[src/rtl/multicycle_control.sv]
// Main controller for the multicycle RV32I core: a Moore FSM that steps each
// instruction through fetch/decode/execute/memory/writeback and drives the datapath.
module multicycle_control (
  input  logic       clk,
  input  logic       reset,
  input  logic [6:0] op,
  input  logic [2:0] funct3,
  input  logic       funct7b5,
  input  logic       zero,
  output logic       pc_write,
  output logic       adr_src,
  output logic       mem_write,
  output logic       ir_write,
  output logic       reg_write,
  output logic [1:0] result_src,
  output logic [1:0] alu_src_a,
  output logic [1:0] alu_src_b,
  output logic [1:0] imm_src,
  output logic [2:0] alu_control,
  output logic       illegal
);

  localparam logic [6:0] OP_LW   = 7'b0000011;
  localparam logic [6:0] OP_SW   = 7'b0100011;
  localparam logic [6:0] OP_R    = 7'b0110011;
  localparam logic [6:0] OP_I    = 7'b0010011;
  localparam logic [6:0] OP_BEQ  = 7'b1100011;
  localparam logic [6:0] OP_JAL  = 7'b1101111;

  localparam logic [2:0] ALU_ADD = 3'b000;
  localparam logic [2:0] ALU_SUB = 3'b001;
  localparam logic [2:0] ALU_AND = 3'b010;
  localparam logic [2:0] ALU_OR  = 3'b011;
  localparam logic [2:0] ALU_SLT = 3'b101;

  typedef enum logic [3:0] {
    S_FETCH, S_DECODE, S_MEMADR, S_MEMREAD, S_MEMWB, S_MEMWRITE,
    S_EXECR, S_EXECI, S_ALUWB, S_BEQ, S_JAL
  } state_t;

  state_t     state_q, state_d;
  state_t     out_state;
  logic [2:0] alu_func;
  logic       op_legal;

  always_comb begin
    op_legal = 1'b0;
    case (op)
      OP_LW, OP_SW, OP_R, OP_I, OP_BEQ, OP_JAL: op_legal = 1'b1;
      default:                                  op_legal = 1'b0;
    endcase
  end

  always_comb begin
    state_d = state_q;
    case (state_q)
      S_FETCH:  state_d = S_DECODE;
      S_DECODE: begin
        case (op)
          OP_LW, OP_SW: state_d = S_MEMADR;
          OP_R:         state_d = S_EXECR;
          OP_I:         state_d = S_EXECI;
          OP_BEQ:       state_d = S_BEQ;
          OP_JAL:       state_d = S_JAL;
          default:      state_d = S_FETCH;
        endcase
      end
      S_MEMADR:                  state_d = (op == OP_LW) ? S_MEMREAD : S_MEMWRITE;
      S_MEMREAD:                 state_d = S_MEMWB;
      S_EXECR, S_EXECI, S_JAL:   state_d = S_ALUWB;
      default:                   state_d = S_FETCH;
    endcase
  end

  always_ff @(posedge clk) begin
    if (reset) state_q <= S_FETCH;
    else       state_q <= state_d;
  end

  // funct7b5 only selects sub for R-type (op[5]=1); addi never subtracts.
  always_comb begin
    alu_func = ALU_ADD;
    case (funct3)
      3'b000:  alu_func = (funct7b5 & op[5]) ? ALU_SUB : ALU_ADD;
      3'b010:  alu_func = ALU_SLT;
      3'b110:  alu_func = ALU_OR;
      3'b111:  alu_func = ALU_AND;
      default: alu_func = ALU_ADD;
    endcase
  end

  always_comb begin
    imm_src = 2'b00;
    case (op)
      OP_SW:   imm_src = 2'b01;
      OP_BEQ:  imm_src = 2'b10;
      OP_JAL:  imm_src = 2'b11;
      default: imm_src = 2'b00;
    endcase
  end

  // While reset is high the selects show FETCH values whatever the state register holds.
  assign out_state = reset ? S_FETCH : state_q;

  always_comb begin
    pc_write    = 1'b0;
    adr_src     = 1'b0;
    mem_write   = 1'b0;
    ir_write    = 1'b0;
    reg_write   = 1'b0;
    result_src  = 2'b00;
    alu_src_a   = 2'b00;
    alu_src_b   = 2'b00;
    alu_control = ALU_ADD;
    illegal     = 1'b0;
    case (out_state)
      S_FETCH: begin
        ir_write   = 1'b1;
        pc_write   = 1'b1;
        alu_src_b  = 2'b10;
        result_src = 2'b10;
      end
      S_DECODE: begin
        alu_src_a = 2'b01;
        alu_src_b = 2'b01;
        illegal   = ~op_legal;
      end
      S_MEMADR: begin
        alu_src_a = 2'b10;
        alu_src_b = 2'b01;
      end
      S_MEMREAD: adr_src = 1'b1;
      S_MEMWB: begin
        result_src = 2'b01;
        reg_write  = 1'b1;
      end
      S_MEMWRITE: begin
        adr_src   = 1'b1;
        mem_write = 1'b1;
      end
      S_EXECR: begin
        alu_src_a   = 2'b10;
        alu_control = alu_func;
      end
      S_EXECI: begin
        alu_src_a   = 2'b10;
        alu_src_b   = 2'b01;
        alu_control = alu_func;
      end
      S_ALUWB: reg_write = 1'b1;
      S_BEQ: begin
        alu_src_a   = 2'b10;
        alu_control = ALU_SUB;
        pc_write    = zero;
      end
      S_JAL: begin
        alu_src_a = 2'b01;
        alu_src_b = 2'b10;
        pc_write  = 1'b1;
      end
      default: ;
    endcase
    if (reset) begin
      pc_write  = 1'b0;
      ir_write  = 1'b0;
      mem_write = 1'b0;
      reg_write = 1'b0;
      illegal   = 1'b0;
    end
  end

endmodule

[config.mk]
export PLATFORM = sky130hd
export DESIGN_NAME = multicycle_control
export DESIGN_NICKNAME = d
export VERILOG_FILES = /design/src/rtl/multicycle_control.sv
export SDC_FILE = /design/constraint.sdc
export NUM_CORES = 1
export LEC_CHECK = 0
export BUFFER_PORTS_ARGS = -buffer_cell sky130_fd_sc_hd__buf_2
export CAP_MARGIN = 20
export CORE_AREA = 3 3 40 42
export CTS_CLUSTER_SIZE = 12
export DETAILED_ROUTE_END_ITERATION = 8
export DIE_AREA = 0 0 43 45
export PLACE_DENSITY_LB_ADDON = 0.25
export SYNTH_ARGS = -nofsm -noshare
export SYNTH_HDL_FRONTEND = slang
export SYNTH_SLANG_ARGS = --single-unit
export TNS_END_PERCENT = 5
[constraint.sdc]
create_clock -name clk -period 3.67 [get_ports clk]
set_input_delay 0.734 -clock clk [delete_from_list [all_inputs] [get_ports clk]]
set_output_delay 0.734 -clock clk [all_outputs]
set_load 0.01 [all_outputs]
==> impl_results.md <==
* Outcome: complete, no violations
* Mapped Cells at 82
* Setup crit end kind: output port
* Cells on worst reg2reg path at 3
* Post-synth top flop: dfxtp_1
* Maximum VDD drop at 0.000151 V
* Switching share of total power at 0.297
* Total Routing Usage GR at 0.171
* Die X at 43 um
* Crit path buf inv count at 2
* Synth Register Bits at 4
* Fmax at 409 MHz
* Starting Density at 0.446
* Total Neg Setup Slack at 0 ns
* Worst-Margin Slew at 0.577 ns
* DR WL/cell at 12.3 um
* Drt drc at 0
* Distinct cells, synth at 35
* Post_cts resized at 0
* Final weighted congestion in routability-driven placement at 0.754
* Crit Path Category: in2out
* Die height at 45 um
* Worst hold path startpoint: state_q[1]
* Share of layout cells above drive strength 1 at 0.352
* Power share of the combinational group at 0.274
* First-pass GRT wire length at 2570 um
* Post-synth EDFFs at 0
* Internal power at 0.000100 W
* Crit-path max cell delay at 0.33 ns
* Hold-fix buffers, CTS at 0
* GRT overflow at 0
* Max-cap viol count at 0
* Critical path peak fanout at 13
* WP data required at 2.94 ns
* Clock tree buffer depth at 2
* Vias at 696
* Worst-path clk slew at 0.04 ns
* DRT iter0 DRCs at 8
* Min-Delay Path Depth at 2
* Rel. slew slack at 0.615
* Net count after synthesis at 96
* Boundary Pins at 31
* CP Launch Type: primary input
* CTS tree: done
* CP most frequent cell: buf_2
* Final WL at 1520 um
* Syn Area/Cell at 6.99 sq um
* Leak at 0.329 nW
* Worst Skew at 0.00157 ns
* Core area at 0.00128 sq mm
* # fillers at 130
* Final nets at 124
* Reg2reg start: state_q[1]
* H-tree levels at 1
* Synth warnings at 0
* Area growth syn-to-layout at 27.7%
* Worst Hold Path EP: state_q[3]
* Pwr dens at 195 mW/mm^2
* Post-synth ARST share at 0
* Final antenna diode count at 0
* Post-route ant nets at 0
* DP Wirelength at 1170 um
* Number of flip-flops under the largest register name at 4
* Largest net degree at the start of global routing at 20
* Period utilisation layout at 0.666
* Worst hold slack at 0.780 ns
* CP Cell Sequence: buf_2 > nand2b_1 > or3_1 > o22ai_1 > buf_2
* Die area at 0.00194 sq mm
* Register area at 80.1 sq um
* Rows at 13
* Max Slew Vio Count at 0
* Final Hold Fails at 0
* Final setup viols at 0
* IO buf count at 30
* Worst Setup SP: reset
* Pre-antenna DRT Iters at 4
* CP max-delay cell: or3_1
* CP Data Arrival Time at 1.71 ns
* Top Family by Delay on Critical Path: simple AND/OR/NAND/NOR gates
* Vias per cell at 5.66
* Switching pwr at 0.0000423 W
* Seq/Total Area, Yosys at 0.140
* Total setup buffers inserted after CTS at 0
* Tightest Hold Check Type: reg2reg
* Top reg by flops: state_q
* Initial antenna violation count at 0
* Mapped Area at 573 sq um
* Inserted Clock Buffers at 3
* RSZ-0062 raised after global routing: no
* Largest registers: state_q (4)
* Clock sinks at 4
* R2R Path End: state_q[1]
* Vias in the first global route at 595
* R2r setup slk at 2.25 ns
* Worst skew pair latency at 0.23 ns
* Min Tclk post-route at 2.45 ns
* Clock Power Share at 0.381
* Root Buffer: clkbuf_4
* Sequential Power Share at 0.344
* Multi-input logic area at 449 sq um
## layout make-up
class / count / area share
tap: 15 / 0.0256
inverter: 3 / 0.0154
timing repair buffer: 30 / 0.205
sequential: 4 / 0.109
clock buffer: 3 / 0.0308
multi-input combinational: 68 / 0.614
## metal layers
layer,vias to the layer above,global-route usage,part of all wire
met5,-,0,0
met4,0,0.0181,0
met3,0,0.0478,0.070
met2,24,0.308,0.49
met1,310,0.209,0.44
li1,362,-,-
## placed cells by master, fill, tap and decap left out, drive strengths merged, types with 2 or more instances in the layout
cell type  synthesis  routed
o21ai              2       2
nor3b              3       3
buf                7      30
or3                2       2
nor3              11      11
nor2               4       4
and3               2       2
clkbuf             0       3
a31oi              2       2
dfxtp              4       4
nor4               3       3
a21oi              4       4
nand2              5       5
inv                3       3
nor2b              4       4
nand4              2       2
xnor2              3       3
nand2b             5       5
## cell usage after synthesis (2+ instances only)
master    number  area share
a21oi_1        4       0.035
a31oi_1        2       0.022
buf_1          2       0.013
buf_2          5       0.044
dfxtp_1        4        0.14
inv_1          3       0.020
nand2_1        5       0.033
nand2b_1       5       0.055
nand4_1        2       0.022
nor2_1         4       0.026
nor2b_1        4       0.044
nor3_1        11       0.096
nor3b_1        3       0.039
nor4_1         3       0.033
o21ai_0        2       0.017
or3_1          2       0.022
xnor2_1        3       0.046
## worst register-to-register path, cell delays in order, from the launching register on
cell     delay, ns
dfxtp_1       0.68
nor2b_1       0.34
nand3_1       0.13
a22oi_1       0.19
## worst max path at each step
stage	to	slack, ns	cells past startpoint
floorplan	illegal	1.42	3
CTS	alu_control[0]	1.22	5
global placement	alu_control[0]	1.24	5
finish	alu_control[0]	1.22	5
global route	alu_control[0]	1.08	4
detailed placement	alu_control[0]	1.23	5
## per-stage QoR
stage	area (sq um)	instances	setup slack (ns)	utilization	total power (W)
after floorplan	573	82	1.42	-	0.0000713
after global placement	709	120	1.24	0.552	0.0000884
after detailed placement	709	120	1.23	0.552	0.0000891
after CTS	732	123	1.22	0.570	0.000146
after global routing	732	123	1.08	0.570	0.000156
final	732	123	1.22	0.570	0.000143
## power by group through the flow
stage	clock, W	sequential [W]	combinational (W)
after global routing	0.0000622	0.0000497	0.0000441
after floorplan	0	0.0000455	0.0000258
final	0.0000544	0.0000492	0.0000392
after CTS	0.0000577	0.0000491	0.0000395
after detailed placement	0	0.0000498	0.0000393
after global placement	0	0.0000497	0.0000387
## kinds of logic (layout without fill, tap and decap cells)
group	Yosys count	count (layout)	synth area share
AND/OR/NAND/NOR	49	49	0.537
AO/OA/AOI/OAI	15	15	0.183
XOR/XNOR	3	3	0.0459
buffers and inverters	10	36	0.0764
flip-flops	4	4	0.140
multiplexers	1	1	0.0175
(Power assumes the default switching activity.)
